## config.mk

```make
export PLATFORM = sky130hd
export DESIGN_NAME = decode_stage
export DESIGN_NICKNAME = d
export VERILOG_FILES = /design/src/rtl/decode_stage.sv
export SDC_FILE = /design/constraint.sdc
export NUM_CORES = 1
export LEC_CHECK = 0
export BUFFER_PORTS_ARGS = -buffer_cell sky130_fd_sc_hd__buf_2
export CAP_MARGIN = 20
export CELL_PAD_IN_SITES_DETAIL_PLACEMENT = 0
export CELL_PAD_IN_SITES_GLOBAL_PLACEMENT = 1
export CORE_MARGIN = 2
export CORE_UTILIZATION = 32
export CTS_CLUSTER_SIZE = 8
export DETAILED_ROUTE_END_ITERATION = 10
export PLACE_DENSITY_LB_ADDON = 0.1
export SLEW_MARGIN = 25
export SYNTH_ARGS = -nofsm -noshare
export SYNTH_HDL_FRONTEND = slang
export SYNTH_SLANG_ARGS = --single-unit
```

## constraint.sdc

```tcl
create_clock -name clk -period 5.4 [get_ports clk]
set_input_delay 0.54 -clock clk [delete_from_list [all_inputs] [get_ports clk]]
set_output_delay 0.54 -clock clk [all_outputs]
set_load 0.02 [all_outputs]
```

## src/rtl/decode_stage.sv

```systemverilog
// ---------------------------------------------------------------------------
// decode_stage -- RV32I instruction decode stage.
//
// Accepts {pc, instr} from fetch, drives the register-file read addresses,
// aligns the one-cycle-late read data with the decoded fields, forwards
// same-cycle writeback data and presents one registered bundle to execute.
//
// Handshakes (both sides): a transfer happens in a cycle where valid and
// ready are both high at the rising clock edge. valid never depends on ready
// from the same side; ready may depend on the downstream ready and flush.
//
// Ports:
//   clk, rst                 clock (rising edge), async active-high reset
//   if_valid/if_ready        fetch handshake
//   if_pc, if_instr          fetch bundle
//   rf_rs1_addr/rf_rs2_addr  register file read addresses
//   rf_rs1_data/rf_rs2_data  register file read data (one cycle after address)
//   wb_enable/addr/data      writeback port (same one that writes regf)
//   flush                    kill held bundle and any bundle accepted now
//   id_valid/id_ready        execute handshake
//   id_*                     decoded bundle
// ---------------------------------------------------------------------------
module decode_stage #(
    parameter bit BYPASS_EN = 1'b1,
    parameter int XLEN      = 32
) (
    input  logic            clk,
    input  logic            rst,
    input  logic            if_valid,
    output logic            if_ready,
    input  logic [XLEN-1:0] if_pc,
    input  logic [31:0]     if_instr,
    output logic [4:0]      rf_rs1_addr,
    output logic [4:0]      rf_rs2_addr,
    input  logic [XLEN-1:0] rf_rs1_data,
    input  logic [XLEN-1:0] rf_rs2_data,
    input  logic            wb_enable,
    input  logic [4:0]      wb_addr,
    input  logic [XLEN-1:0] wb_data,
    input  logic            flush,
    output logic            id_valid,
    input  logic            id_ready,
    output logic [XLEN-1:0] id_pc,
    output logic [6:0]      id_opcode,
    output logic [2:0]      id_funct3,
    output logic [6:0]      id_funct7,
    output logic [4:0]      id_rd,
    output logic [4:0]      id_rs1,
    output logic [4:0]      id_rs2,
    output logic [XLEN-1:0] id_imm,
    output logic [XLEN-1:0] id_rs1_val,
    output logic [XLEN-1:0] id_rs2_val,
    output logic            id_illegal
);

    localparam logic [6:0] OPC_LUI    = 7'b0110111;
    localparam logic [6:0] OPC_AUIPC  = 7'b0010111;
    localparam logic [6:0] OPC_JAL    = 7'b1101111;
    localparam logic [6:0] OPC_JALR   = 7'b1100111;
    localparam logic [6:0] OPC_BRANCH = 7'b1100011;
    localparam logic [6:0] OPC_LOAD   = 7'b0000011;
    localparam logic [6:0] OPC_STORE  = 7'b0100011;
    localparam logic [6:0] OPC_OPIMM  = 7'b0010011;
    localparam logic [6:0] OPC_OP     = 7'b0110011;
    localparam logic [6:0] OPC_MISC   = 7'b0001111;
    localparam logic [6:0] OPC_SYSTEM = 7'b1110011;

    logic            id_valid_q, id_valid_d;
    logic [XLEN-1:0] id_pc_q;
    logic [6:0]      id_opcode_q;
    logic [2:0]      id_funct3_q;
    logic [6:0]      id_funct7_q;
    logic [4:0]      id_rd_q, id_rs1_q, id_rs2_q;
    logic [XLEN-1:0] id_imm_q, imm_d;
    logic            id_illegal_q, illegal_d;
    logic            fwd1_q, fwd2_q, fwd1_d, fwd2_d;
    logic [XLEN-1:0] fwd_data1_q, fwd_data2_q;
    logic            load;
    logic [6:0]      opc;

    assign if_ready = !id_valid_q || id_ready || flush;
    assign load     = if_valid && if_ready;
    assign opc      = if_instr[6:0];

    // While stalled the held source registers are re-read every cycle so a
    // write landing during the stall reaches the operand (via forwarding for
    // one cycle, then through regf itself).
    assign rf_rs1_addr = (load && !rst) ? if_instr[19:15] : id_rs1_q;
    assign rf_rs2_addr = (load && !rst) ? if_instr[24:20] : id_rs2_q;

    // regf reads before it writes, so a write to the address being read this
    // cycle must be captured here and substituted next cycle.
    assign fwd1_d = BYPASS_EN && wb_enable && (wb_addr == rf_rs1_addr) && (wb_addr != 5'd0);
    assign fwd2_d = BYPASS_EN && wb_enable && (wb_addr == rf_rs2_addr) && (wb_addr != 5'd0);

    always_comb begin
        id_valid_d = id_valid_q;
        if (flush)         id_valid_d = 1'b0;
        else if (load)     id_valid_d = 1'b1;
        else if (id_ready) id_valid_d = 1'b0;
    end

    always_comb begin
        imm_d     = '0;
        illegal_d = 1'b0;
        case (opc)
            OPC_LOAD, OPC_OPIMM, OPC_JALR, OPC_SYSTEM:
                imm_d = {{20{if_instr[31]}}, if_instr[31:20]};
            OPC_STORE:
                imm_d = {{20{if_instr[31]}}, if_instr[31:25], if_instr[11:7]};
            OPC_BRANCH:
                imm_d = {{19{if_instr[31]}}, if_instr[31], if_instr[7],
                         if_instr[30:25], if_instr[11:8], 1'b0};
            OPC_LUI, OPC_AUIPC:
                imm_d = {if_instr[31:12], 12'd0};
            OPC_JAL:
                imm_d = {{11{if_instr[31]}}, if_instr[31], if_instr[19:12],
                         if_instr[20], if_instr[30:21], 1'b0};
            OPC_OP, OPC_MISC:
                imm_d = '0;
            default: begin
                imm_d     = '0;
                illegal_d = 1'b1;
            end
        endcase
    end

    always_ff @(posedge clk or posedge rst) begin
        if (rst) begin
            id_valid_q   <= 1'b0;
            id_pc_q      <= '0;
            id_opcode_q  <= '0;
            id_funct3_q  <= '0;
            id_funct7_q  <= '0;
            id_rd_q      <= '0;
            id_rs1_q     <= '0;
            id_rs2_q     <= '0;
            id_imm_q     <= '0;
            id_illegal_q <= 1'b0;
            fwd1_q       <= 1'b0;
            fwd2_q       <= 1'b0;
            fwd_data1_q  <= '0;
            fwd_data2_q  <= '0;
        end else begin
            id_valid_q  <= id_valid_d;
            fwd1_q      <= fwd1_d;
            fwd2_q      <= fwd2_d;
            fwd_data1_q <= wb_data;
            fwd_data2_q <= wb_data;
            if (load) begin
                id_pc_q      <= if_pc;
                id_opcode_q  <= if_instr[6:0];
                id_funct3_q  <= if_instr[14:12];
                id_funct7_q  <= if_instr[31:25];
                id_rd_q      <= if_instr[11:7];
                id_rs1_q     <= if_instr[19:15];
                id_rs2_q     <= if_instr[24:20];
                id_imm_q     <= imm_d;
                id_illegal_q <= illegal_d;
            end
        end
    end

    assign id_valid   = id_valid_q;
    assign id_pc      = id_pc_q;
    assign id_opcode  = id_opcode_q;
    assign id_funct3  = id_funct3_q;
    assign id_funct7  = id_funct7_q;
    assign id_rd      = id_rd_q;
    assign id_rs1     = id_rs1_q;
    assign id_rs2     = id_rs2_q;
    assign id_imm     = id_imm_q;
    assign id_illegal = id_illegal_q;

    assign id_rs1_val = (id_rs1_q == 5'd0) ? '0 : (fwd1_q ? fwd_data1_q : rf_rs1_data);
    assign id_rs2_val = (id_rs2_q == 5'd0) ? '0 : (fwd2_q ? fwd_data2_q : rf_rs2_data);

endmodule

```

# ---- After elaboration in Yosys (flattened, before gate mapping)
# Index checks and enable logic that the tools add are counted.
# W data, S select, Z words.
dict set report word_totals {
  regBits 132
  out_inout_bits 173
  inputBits 171
}
dict set report op_classes {
  reduce_logical 17
  muxes 11
  eq_ne 13
}
# cell n
set op_table {}
lappend op_table {{$pmux W32 S5} 1}
lappend op_table {{$mux W32} 4}
lappend op_table {{$eq A7 B7 Y1 const B} 4}
lappend op_table {{$eq A7 B6 Y1 const B} 3}
lappend op_table {{$eq A7 B5 Y1 const B} 2}
lappend op_table {{$reduce_or A11 Y1} 1}
lappend op_table {{$eq A5 B5 Y1} 2}
lappend op_table {{$logic_not A5 Y1} 2}
lappend op_table {{$mux W5} 2}
lappend op_table {{$eq A7 B2 Y1 const B} 1}
lappend op_table {{$eq A7 B4 Y1 const B} 1}
lappend op_table {{$logic_and A1 B1 Y1} 6}
lappend op_table {{$reduce_bool A5 Y1} 1}
lappend op_table {{$mux W1} 4}
lappend op_table {{$reduce_or A4 Y1} 1}
lappend op_table {{$reduce_bool A3 Y1} 1}
lappend op_table {{$logic_not A1 Y1} 2}
lappend op_table {{$logic_or A1 B1 Y1} 2}
lappend op_table {{$reduce_or A2 Y1} 1}

# ---- Longest topological paths before layout
# Gate-level depths: netlist of the first run.
dict set report logic_depth {
  depth_word 9
  mapped_depth 8
  depth_no_buf 6
}

# ---- Worst setup path after synthesis of the first run
# Ideal clock, no wire load.
dict set report synth_path {
  kind {reg2out}
  start {register id_rs2_q[1], in the netlist id_rs2[1]}
  end {output port id_rs2_val[10]}
  path_stages_with_launch 5
  arrival_ns 1.643
  t_required_ns 4.860
  setup_slack_ns 3.217
  path_cell_list {dfrtp_1 or4_1 nor2_1 clkbuf_1 nor2_1}
}
dict set report synth_between {
  elab_chain_len 2
}
# element line_no
set synth_rtl {}
lappend synth_rtl {{start, declared} 73} ;# logic [4:0] id_rd_q, id_rs1_q, id_rs2_q;
lappend synth_rtl {{start signal, assigned} 157} ;# id_rs2_q <= if_instr[24:20];
lappend synth_rtl {{$logic_not A5 Y1} 176} ;# assign id_rs2_val = (id_rs2_q == 5'd0) ? '0 : (fwd2_q ? fwd_data2_q : rf_rs2_data);
lappend synth_rtl {{$mux W32} 176}
lappend synth_rtl {{end, declared} 52} ;# output logic [XLEN-1:0] id_rs2_val,
# Every way passes these cells.

# ---- Worst setup path after layout of the first run
dict set report layout_path {
  start {register id_rs2_q[2], in the netlist id_rs2[2]}
  end {output port id_rs2_val[18]}
}
# Same word-level chain as after synthesis.

==> metrics.log, run 1 <==
INFO  metric synth_fa_ha_area_share = 0%
INFO  metric grt_start_max_net_pins = 85
INFO  metric parity_gate_share_of_the_synthesized_area_counting_xor_and_xnor_cells = less than 1%
INFO  metric internal_power = 1.919 mW
INFO  metric chipHeight = 143.2 um
INFO  metric timing.rr.end = id_imm[25]
INFO  metric final_core_area_utilization = 46.21%
INFO  metric timing.final.hold_violations = 0
INFO  metric placed_area = slightly above 8000 sq um
INFO  metric post_route_cells_drive_above_1_share = about two fifths
INFO  metric max_clock_freq = 368.8 MHz
INFO  metric numPortBuffers = around 340
INFO  metric worstPathMaxFanout = 32
INFO  metric hold_path_end = fwd_data2_q[1]
INFO  metric launch_point_of_the_critical_path = id_rs2[2]
INFO  metric regToRegStartpoint = id_valid
INFO  metric reg2reg_setup_slack = about 3100 ps
INFO  metric detail_route.iter0.violations = roughly 210
INFO  metric placement_rows = 50
INFO  metric status = complete, no violations
INFO  metric power.ir.vdd_worst = 0.2240 mV
INFO  metric cts_post_setup_buffers_inserted = 0
INFO  metric leftover_overflow_at_the_end_of_global_routing = 0
INFO  metric layout.cells.non_filler = about 1300
INFO  metric switching_share = 32.72%
INFO  metric muxShareOfSynthArea = between 10% and 20%
INFO  metric numClockSinks = about 130
INFO  metric final_period_minus_worst_setup_slack = 2712 ps
INFO  metric core-area = between 15000 and 20000 sq um
INFO  metric post_synth_and_or_nand_nor_area_fraction = between 20% and 30%
INFO  metric syn_avg_cell_area = 9.056 sq um
INFO  metric p_leak = 4.560 nW
INFO  metric timing_worst_slew_pin_value = slightly below 1000 ps
INFO  metric post-route-drc-count = 0
INFO  metric net_switching_power = just over 0.9 mW
INFO  metric routedWlPerCell = 17.23 um
INFO  metric final_cycle_utilization_of_the_critical_path = around half
INFO  metric hp-start = wb_data[1]
INFO  metric area_delta_synth_final = 40.72%
INFO  metric power.share.combinational = 20.9%
INFO  metric clock_latency = approximately 420 ps
INFO  metric ys.warnings.count = 0
INFO  metric proportion_of_synthesized_chip_area_in_sequential_cells = a little over half
INFO  metric synth_seq_cells = ~130
INFO  metric antenna_found_initial = 1
INFO  metric final_report_setup_violation_count = 0
INFO  metric wl = ~22 mm
INFO  metric post_synth_arst_share = 100.0%
INFO  metric portion_of_total_power_attributed_to_the_clock_network = between 30% and 40%
INFO  metric timing.setup.tns = 0 ps
INFO  metric cts_made_buffers = 17
INFO  metric clk_pin_slew_worst_paths = around 70 ps
INFO  metric final_net_count = 1181
INFO  metric timing.critical_path.arrival = between 2000 and 2500 ps
INFO  metric min_path_cells = 1
INFO  metric routed_via_density = roughly 4.6
INFO  metric grt_pass1_vias = 5779
INFO  metric timing.critical_path.to_type = output pin
INFO  metric fillerInstances = roughly 1900
INFO  metric final_design_area_no_fill = about 8700 sq um
INFO  metric timing_max_transition_violations_final = 0
INFO  metric floorplan.io_pins = between 300 and 400
INFO  metric gp_congestion = ~0.85
INFO  metric dpl.cell_count = 1251
INFO  metric main_combinational_cell_family_by_area_after_synthesis = simple AND/OR/NAND/NOR gates
INFO  metric synthesis.instances = 685
INFO  metric yosysUniqueCellTypes = 43
INFO  metric dp_hpwl = ~16 mm
INFO  metric detailroute.via_count = 5911
INFO  metric worst-setup-path-type = reg -> out
INFO  metric synth_top_flop_cell = dfrtp_1
INFO  metric die-area = about 21000 sq um
INFO  metric number_of_synthesized_flops_with_an_enable_pin = 0
INFO  metric starting_density_of_the_core = 32.83%
INFO  metric synthesis.area = 6203 sq um
INFO  metric die_w = between 100 and 150 um
INFO  metric hold_path.class = in -> reg
INFO  metric tritoncts = built
INFO  metric clock-root-buffer = clkbuf_16
INFO  metric p_per_area = between 300 and 400 nW/um^2
INFO  metric syn-num-nets = 856
INFO  metric globalRouteTotalUtil = a little over a fifth
INFO  metric postCtsHoldBufs = 0
INFO  metric clock_skew = between 15 and 20 ps
INFO  metric worst_setup_path_start_kind = flop
INFO  metric r2r_cells = 5
INFO  metric drv_cap = 0
INFO  metric power.sequential.fraction = between 30% and 40%
INFO  metric first_pass_iters = 4
INFO  metric slew_headroom = 34.59%
INFO  metric rsz0062_at_grt = no
INFO  metric post_cts_resize_count = 0
INFO  metric timing.critical_path.required = around 4900 ps
INFO  metric synth_compound_gate_area_share = ~8.7%
INFO  metric htreeDepth = 4
INFO  metric grt_first_pass_wirelength = approximately 33 mm
INFO  metric ctsLongestPathBuffers = 2
INFO  metric ant_nets = 0
## through the flow
step,setup WS [ps],total power [mW],hold WS [ps]
4_1_cts,2655,2.893,206.6
2_1_floorplan,1334,1.476,571.4
3_5_place_dp,2813,1.741,456.3
6_report,2688,2.853,215.7
5_1_grt,2577,2.998,199.7
3_3_place_gp,2845,1.741,455.6
## power groups by stage
stage          clock network [mW]  logic, mW  registers [mW]
6_report                     1.14      0.598            1.12
5_1_grt                      1.21      0.657            1.13
4_1_cts                      1.17      0.608            1.12
3_5_place_dp                    0      0.607            1.13
3_3_place_gp                    0      0.605            1.14
2_1_floorplan                   0      0.272            1.20
## area by class of cell
class                      count  area [sq um]  share of cell area, %
antenna                        1         2.502                0.02867
clock buffer                  17         425.4                  4.873
clock inverter                15         147.6                  1.691
inverter                       7         31.28                 0.3583
multi-input combinational    503          2730                  31.27
sequential                   132          3306                  37.87
tap                          260         325.3                  3.727
timing repair buffer         349          1762                  20.18
## cells in the final DEF, fill, tap and decap left out, types with 3 or more instances in the layout
master,count
mux2i_1,65
xnor2_1,4
clkbuf_16,17
inv_1,5
dfrtp_1,130
or4_1,3
buf_2,343
a22o_1,12
a211oi_1,14
nand2b_1,3
buf_4,6
clkinvlp_4,5
a221oi_1,4
o21ai_0,23
nor2_1,89
nor2b_1,3
a21oi_1,16
nand3_1,6
nand2_1,217
inv_6,5
and2_1,3
and3_1,5
mux2_2,4
## flip-flops by register name, indices dropped and copies added, names as in the netlist
register,cells
id_rs2,5
id_pc,32
id_valid,1
id_funct3,3
id_opcode,7
id_funct7,7
fwd_data2_q,32
id_rs1,5
id_imm,32
id_illegal,1
id_rd,5
fwd1_q,1
fwd2_q,1
## critical path, stage by stage, from the launching register on
cell and delay, ps:
dfrtp_1 470, or4_1 550, nor2_2 90, buf_4 350, nor2_1 100, buf_2 170
## per-layer routing
metal / vias to the layer above / part of all wire, % / track usage, %
met5: - / 0 / 0
met4: 0 / 1.1 / 6.037
met3: 15 / 8.3 / 6.841
met2: 210 / 51 / 36.46
met1: 2762 / 40 / 25.30
li1: 2924 / - / -
## synth_stat cells (2+ instances only)
master,instances,area share [%]
dfrtp_1,132,53
a21oi_1,16,1.3
and4_1,2,0.28
and2_1,3,0.30
mux2i_1,65,10
o31ai_1,2,0.24
mux2_2,4,0.73
a211oi_1,14,1.7
o22ai_1,2,0.20
nand2_1,218,13
a31oi_1,2,0.20
or3_1,2,0.20
and3_1,5,0.50
nor2_1,92,5.6
and4b_1,2,0.32
nor3b_1,2,0.24
o21ai_0,23,1.9
nor2b_1,3,0.30
a22o_1,12,1.7
xnor2_1,4,0.56
clkbuf_1,28,1.7
buf_2,7,0.56
nand2b_1,3,0.30
nand3_1,6,0.48
inv_1,6,0.36
or4_1,3,0.36
a21boi_0,2,0.24
or2_2,2,0.20
a221oi_1,4,0.56
buf_1,6,0.36
## cell families after synthesis
| group | count (synthesis) |
|---|---|
| xor+xnor | 4 |
| flops | 132 |
| mux | 69 |
| buf+inv | 50 |
| simple gates | 348 |
| compound gates | 82 |
## worst max-delay path by stage
stage / slack (ps) / to / cells past startpoint
final: 2690 / id_rs2_val[18] / 5
after detailed placement: 2810 / id_imm[12] / 6
after floorplan: 1330 / fwd1_q / 1
after CTS: 2660 / id_rs2_val[9] / 5
after global routing: 2580 / id_rs2_val[22] / 5
after global placement: 2840 / id_imm[18] / 6
(Power assumes the default switching activity.)
==> run 2, diff against run 1 <==
ABC_AREA = 1   (was unset)
clock period = 2.7 ns   (was 5.4 ns; I/O delays follow)
==> metrics.log, run 2 <==
INFO  metric status = complete, no violations
INFO  metric final_period_minus_worst_setup_slack = ~2300 ps
INFO  metric area_delta_synth_final = 43.24%
INFO  metric synthesis.instances = roughly 840
INFO  metric p_leak = roughly 5.8 nW
INFO  metric yosysTopAreaCellShare = 49.42%
INFO  metric routedLengthMet1 = 9.548 mm
INFO  metric critical-path-max-stage-delay = 400 ps
INFO  metric timing.setup.tns = 0 ps
INFO  metric clock_skew = roughly 8.4 ps
INFO  metric cts_made_buffers = 17
INFO  metric max_clock_freq = approximately 430 MHz
INFO  metric synth_top_flop_cell = dfrtp_1
INFO  metric synthesis.area = 6684 sq um
INFO  metric core-area = about 20000 sq um
INFO  metric chipHeight = ~150 um
INFO  metric cp.depth = 4
INFO  metric gp_congestion = between 0.7 and 0.8
INFO  metric r2r_cells = 7
INFO  metric wl_met3 = roughly 1.6 mm
INFO  metric number_of_synthesized_flops_with_an_enable_pin = 0
INFO  metric dp_hpwl = about 17 mm
INFO  metric cp_slowest_cell = nand3_2
INFO  metric tritoncts = built
INFO  metric starting_density_of_the_core = 32.82%
INFO  metric die_w = about 150 um
INFO  metric rsz0062_at_grt = no
INFO  metric globalRouteTotalUtil = roughly a fifth
INFO  metric ctsLongestPathBuffers = 2
INFO  metric layout_commonest_cell = nand2_1
INFO  metric numPortBuffers = around 340
INFO  metric htreeDepth = 4
INFO  metric numClockSinks = roughly 130
INFO  metric drv_cap = 0
INFO  metric post-route-drc-count = 0
INFO  metric layout_common_cells = nand2_1 (389), buf_2 (343), dfrtp_1 (132), inv_1 (95), mux2_2 (48)
INFO  metric detailroute.via_count = 6522
INFO  metric first_pass_iters = 4
INFO  metric timing_max_transition_violations_final = 0
INFO  metric antennaDiodeCount = 0
INFO  metric clk_pin_slew_worst_paths = ~60 ps
INFO  metric grt_pass1_vias = about 6400
INFO  metric syn_avg_cell_area = between 7 and 8 sq um
INFO  metric final_report_setup_violation_count = 0
INFO  metric hold_path.class = in -> async
INFO  metric timing_worst_slew_pin_value = slightly below 800 ps
INFO  metric post_synth_most_frequent_cells = nand2_1 (390), dfrtp_1 (132), inv_1 (97)
INFO  metric grt_first_pass_wirelength = roughly 36 mm
INFO  metric met2_wirelength = between 10 and 15 mm
INFO  metric leftover_overflow_at_the_end_of_global_routing = 0
INFO  metric worstPathMaxFanout = 20
INFO  metric p_per_area = ~600 nW/um^2
INFO  metric regToRegStartpoint = id_valid
INFO  metric timing.critical_path.arrival = around 2000 ps
INFO  metric ant_nets = 0
INFO  metric antenna_found_initial = 3
INFO  metric timing.critical_path.to_type = output pin
INFO  metric routedWlPerCell = approximately 16 um
INFO  metric top_layer = met5
INFO  metric synth_seq_cells = roughly 130
INFO  metric ys.warnings.count = 0
INFO  metric yosysTopAreaCell = dfrtp_1
INFO  metric synth.area.top_cells = dfrtp_1 (49%), nand2_1 (22%), mux2_2 (8.1%)
INFO  metric critPathTopFamily = simple AND/OR/NAND/NOR gates
INFO  metric grt_start_max_net_pins = roughly 110
INFO  metric slew_headroom = 47.11%
INFO  metric proportion_of_synthesized_chip_area_in_sequential_cells = between 40 and 50%
INFO  metric syn-num-nets = just over 1000
INFO  metric reg2reg_setup_slack = between 900 and 1000 ps
INFO  metric post_synth_arst_share = between 90% and 100%
INFO  metric post_route_cells_drive_above_1_share = approximately 37%
INFO  metric synth.most_common_cell = nand2_1
INFO  metric final_cycle_utilization_of_the_critical_path = between 80% and 90%
INFO  metric critical_path.cell_chain = nand2_2, nand3_2, o21ai_0, buf_2
INFO  metric timing.final.hold_violations = 0
INFO  metric clock-root-buffer = clkbuf_16
INFO  metric timing.critical_path.required = between 2000 and 2500 ps
INFO  metric wl = 23.12 mm
INFO  metric placed_area = 8641 sq um
INFO  metric timing.critical_path.buf_inv = 1
INFO  metric placement_rows = 52
INFO  metric final_design_area_no_fill = ~9600 sq um
INFO  metric floorplan.io_pins = 344
INFO  metric die-area = roughly 22000 sq um
INFO  metric worst_setup_path_start_kind = flop
INFO  metric clock_latency = roughly 420 ps
INFO  metric yosysUniqueCellTypes = 21
INFO  metric power.ir.vdd_worst = approximately 0.44 mV
INFO  metric final_net_count = 1376
INFO  metric timing.rr.end = fwd2_q
INFO  metric detail_route.iter0.violations = around 360
INFO  metric worst-setup-path-type = reg -> out
INFO  metric routed_via_density = 4.383
==> run 2: cell count changes after synthesis, moves of 38 or more <==
cell and change:
nand2_1 +172, inv_1 +91, nor2_1 -76, mux2i_1 -65, mux2_2 +44, nand3_1 +38
==> run 2: layer usage <==
| metal | GRT usage [%] | vias up |
|---|---|---|
| li1 | - | 3322 |
| met1 | 25.39 | 2960 |
| met2 | 36.32 | 212 |
| met3 | 5.920 | 24 |
| met4 | 5.238 | 4 |
| met5 | 0 | - |
==> run 2: kinds of logic after synthesis <==
logic type,count (synthesis),synth area share [%]
flip-flops,132,49.42
AND/OR/NAND/NOR,474,28.57
AO/OA/AOI/OAI,32,2.471
multiplexers,64,10.78
buffers and inverters,141,8.761
==> run 2: final cells by class <==
class	instances	area, sq um
clock inverter	15	182.7
timing repair buffer	386	2145
clock buffer	17	425.4
tap	270	337.8
sequential	132	3303
fill	2143	10790
inverter	98	372.9
multi-input combinational	570	2808
==> run 2: power by group <==
part           internal (mW)  leakage (nW)  total, mW  switching (mW)
logic                  0.446          3.82       1.24           0.791
registers               2.12          1.65       2.21          0.0840
clock network           1.40         0.297       2.39           0.985
total                   3.97          5.77       5.83            1.86
==> run 2: worst max-delay path by stage <==
stage | from | slack (ps) | endpoint
detailed placement | flush | 500 | rf_rs2_addr[2]
finish | id_valid | 380 | rf_rs2_addr[2]
floorplan | rst | 470 | rf_rs1_addr[4]
CTS | id_valid | 80 | rf_rs2_addr[2]
global placement | flush | 520 | rf_rs2_addr[2]
global route | id_valid | 190 | rf_rs2_addr[2]
==> run 2: timing repair <==
action | in CTS | in global routing
endpoints found under the hold margin | 32 | 0
buffers inserted | 0 | 0
setup endpoints to repair | 0 | 5
resized for setup | 0 | 1
hold buffers | 32 | 0
==> run 2: stage by stage <==
stage / utilization [%] / cells / worst slack, ps / power [mW] / hold WS (ps)
after global placement: 42.43 / 1424 / 515.2 / 3.454 / 378.2
after detailed placement: 42.43 / 1424 / 502.9 / 3.460 / 379.5
after global routing: 47.01 / 1488 / 185.1 / 6.132 / 31.67
final: 47.01 / 1488 / 380.7 / 5.833 / 9.565
after floorplan: - / 843 / 474.1 / 2.942 / 301.4
after CTS: 46.99 / 1488 / 78.82 / 5.932 / 2.628
==> run 2: tightest hold or removal path, cell delays in order <==
cell and delay [ps]:
buf_2 120, inv_6 50, buf_4 410
==> run 3, diff against run 2 <==
CTS_CLUSTER_DIAMETER = 120   (was unset)
REMOVE_ABC_BUFFERS = 1   (was unset)
clock period = 2.4 ns   (was 2.7 ns; I/O delays follow)
==> metrics.log, run 3 (same netlist as run 2, synthesis figures left out) <==
INFO  metric status = complete, no violations
INFO  metric dp_hpwl = approximately 18 mm
INFO  metric slew_headroom = roughly three fifths
INFO  metric placed_area = around 8700 sq um
INFO  metric reg2reg_setup_slack = approximately 700 ps
INFO  metric worstPathMaxFanout = between 40 and 50
INFO  metric timing.critical_path.arrival = around 1900 ps
INFO  metric floorplan.io_pins = 344
INFO  metric cts_post_setup_buffers_inserted = 0
INFO  metric portion_of_total_power_attributed_to_the_clock_network = between 30 and 40%
INFO  metric detailroute.via_count = between 6000 and 7000
INFO  metric timing.critical_path.to_type = output pin
INFO  metric grt_pass1_vias = ~6700
INFO  metric ctsLongestPathBuffers = 2
INFO  metric grt_first_pass_wirelength = roughly 37 mm
INFO  metric rsz0062_at_grt = no
INFO  metric post-layout-total-power = roughly 6.5 mW
INFO  metric placement_rows = 52
INFO  metric ant_nets = 0
INFO  metric clock-root-buffer = clkbuf_16
INFO  metric core-area = 20360 sq um
INFO  metric timing_worst_slew_pin_value = about 610 ps
INFO  metric final_design_area_no_fill = about 9800 sq um
INFO  metric layout_common_cells = nand2_1 (389), buf_2 (343), dfrtp_1 (132), inv_1 (95), dlygate4sd3_1 (59)
INFO  metric dpl.cell_count = around 1400
INFO  metric timing_max_transition_violations_final = 0
INFO  metric routed_via_density = between 4 and 5
INFO  metric post_route_cells_drive_above_1_share = around 36%
INFO  metric layout_commonest_cell = nand2_1
INFO  metric layout.cells.non_filler = about 1500
INFO  metric numClockSinks = 132
INFO  metric numPortBuffers = about 340
INFO  metric final_net_count = about 1400
INFO  metric final_period_minus_worst_setup_slack = between 2000 and 2500 ps
INFO  metric timing.critical_path.required = around 2200 ps
INFO  metric chipHeight = between 100 and 150 um
INFO  metric detail_route.iter0.violations = between 300 and 400
INFO  metric cts_made_buffers = 17
INFO  metric internal_power = 4.404 mW
INFO  metric first_pass_iters = 4
INFO  metric net_switching_power = 2.105 mW
INFO  metric starting_density_of_the_core = 32.82%
INFO  metric hold_path_end = id_pc[8]
INFO  metric post-route-drc-count = 0
INFO  metric globalRouteTotalUtil = 21.62%
INFO  metric antennaDiodeCount = 0
INFO  metric regToRegStartpoint = id_valid
INFO  metric max_clock_freq = 462.4 MHz
INFO  metric leftover_overflow_at_the_end_of_global_routing = 0
INFO  metric r2r_cells = 7
INFO  metric wl = 24.03 mm
INFO  metric timing.rr.end = id_imm[9]
INFO  metric hp-start = if_pc[8]
INFO  metric clock_latency = roughly 420 ps
INFO  metric htreeDepth = 4
INFO  metric antenna_found_initial = 1
INFO  metric gp_congestion = slightly above 0.8
INFO  metric final_report_setup_violation_count = 0
INFO  metric p_leak = 5.879 nW
INFO  metric timing.setup.tns = 0 ps
INFO  metric routedWlPerCell = 15.81 um
INFO  metric die_w = ~150 um
INFO  metric tritoncts = built
INFO  metric final_cycle_utilization_of_the_critical_path = roughly nine tenths
INFO  metric drv_cap = 0
INFO  metric min_path_cells = 3
INFO  metric hold_path.class = in -> reg
INFO  metric power.share.combinational = 22.1%
INFO  metric grt_start_max_net_pins = roughly 110
INFO  metric p_per_area = ~660 nW/um^2
INFO  metric switching_share = 32.34%
INFO  metric clock_skew = between 8 and 9 ps
INFO  metric power.ir.vdd_worst = around 0.48 mV
INFO  metric area_delta_synth_final = 47.36%
INFO  metric die-area = 22060 sq um
INFO  metric worst_setup_path_start_kind = input port
INFO  metric worst-setup-path-type = in -> out
INFO  metric power.sequential.fraction = between 30% and 40%
INFO  metric timing.final.hold_violations = 0
INFO  metric clk_pin_slew_worst_paths = around 60 ps
[run 3: cell count changes in the layout (fill, tap and decap cells not counted), sizes merged]
cell,before,now
dlygate4sd3,32,59
buf,354,359
clkinvlp,1,4
inv,107,104
bufinv,2,1
clkbuf,17,18
[run 3: cell type report]
class,count,area [sq um]
Sequential cell,132,3303
Inverter,98,372.9
Timing Repair Buffer,418,2452
Clock buffer,18,439.2
Multi-Input combinational cell,570,2803
Tap cell,270,337.8
Fill cell,2057,10520
Clock inverter,14,141.4
[run 3: routing by layer]
metal | vias up | wire, um | GRT usage (%)
met5 | - | 0 | 0
met4 | 0 | 632 | 7.905
met3 | 35 | 1876 | 6.442
met2 | 253 | 11270 | 35.49
met1 | 3017 | 10260 | 27.06
li1 | 3394 | - | -
[run 3: through the flow]
stage | hold WS [ps] | worst slack (ps) | utilization (%)
global route | 8.145 | 75.62 | 48.37
finish | 16.25 | 237.4 | 48.37
global placement | 348.4 | 688.5 | 42.61
CTS | 0.6225 | 154.8 | 48.37
floorplan | 271.4 | -3135 | -
detailed placement | 349.4 | 677.4 | 42.61
[run 3: worst max-delay path, stage by stage]
cell and delay [ps]:
dlygate4sd3_1 530, buf_2 140, inv_6 60, buf_4 480, nand4_1 160, nand2_1 110
inv_1 50, buf_2 150
[run 3: power by group through the flow]
stage	clock network, mW	logic (mW)	registers, mW
4_1_cts	2.65	1.46	2.49
2_1_floorplan	0	0.603	2.69
3_3_place_gp	0	1.38	2.53
3_5_place_dp	0	1.38	2.52
6_report	2.58	1.44	2.49
5_1_grt	2.75	1.58	2.51
[run 3: worst max path at each step]
stage	from	to	slack, ps	depth (start not counted)
CTS	rst	rf_rs2_addr[1]	150	8
global placement	if_instr[4]	id_imm[31]	690	10
global route	rst	rf_rs2_addr[1]	80	8
detailed placement	id_valid	id_imm[5]	680	7
floorplan	rst	fwd1_q	-3130	7
finish	rst	rf_rs2_addr[1]	240	8
[run 3: what timing repair did]
| item | 4_1_cts | 5_1_grt |
|---|---|---|
| gates resized for setup | 0 | 0 |
| hold buffers | 59 | 0 |
| hold endpoints to repair | 111 | 0 |
| setup endpoints to repair | 0 | 0 |
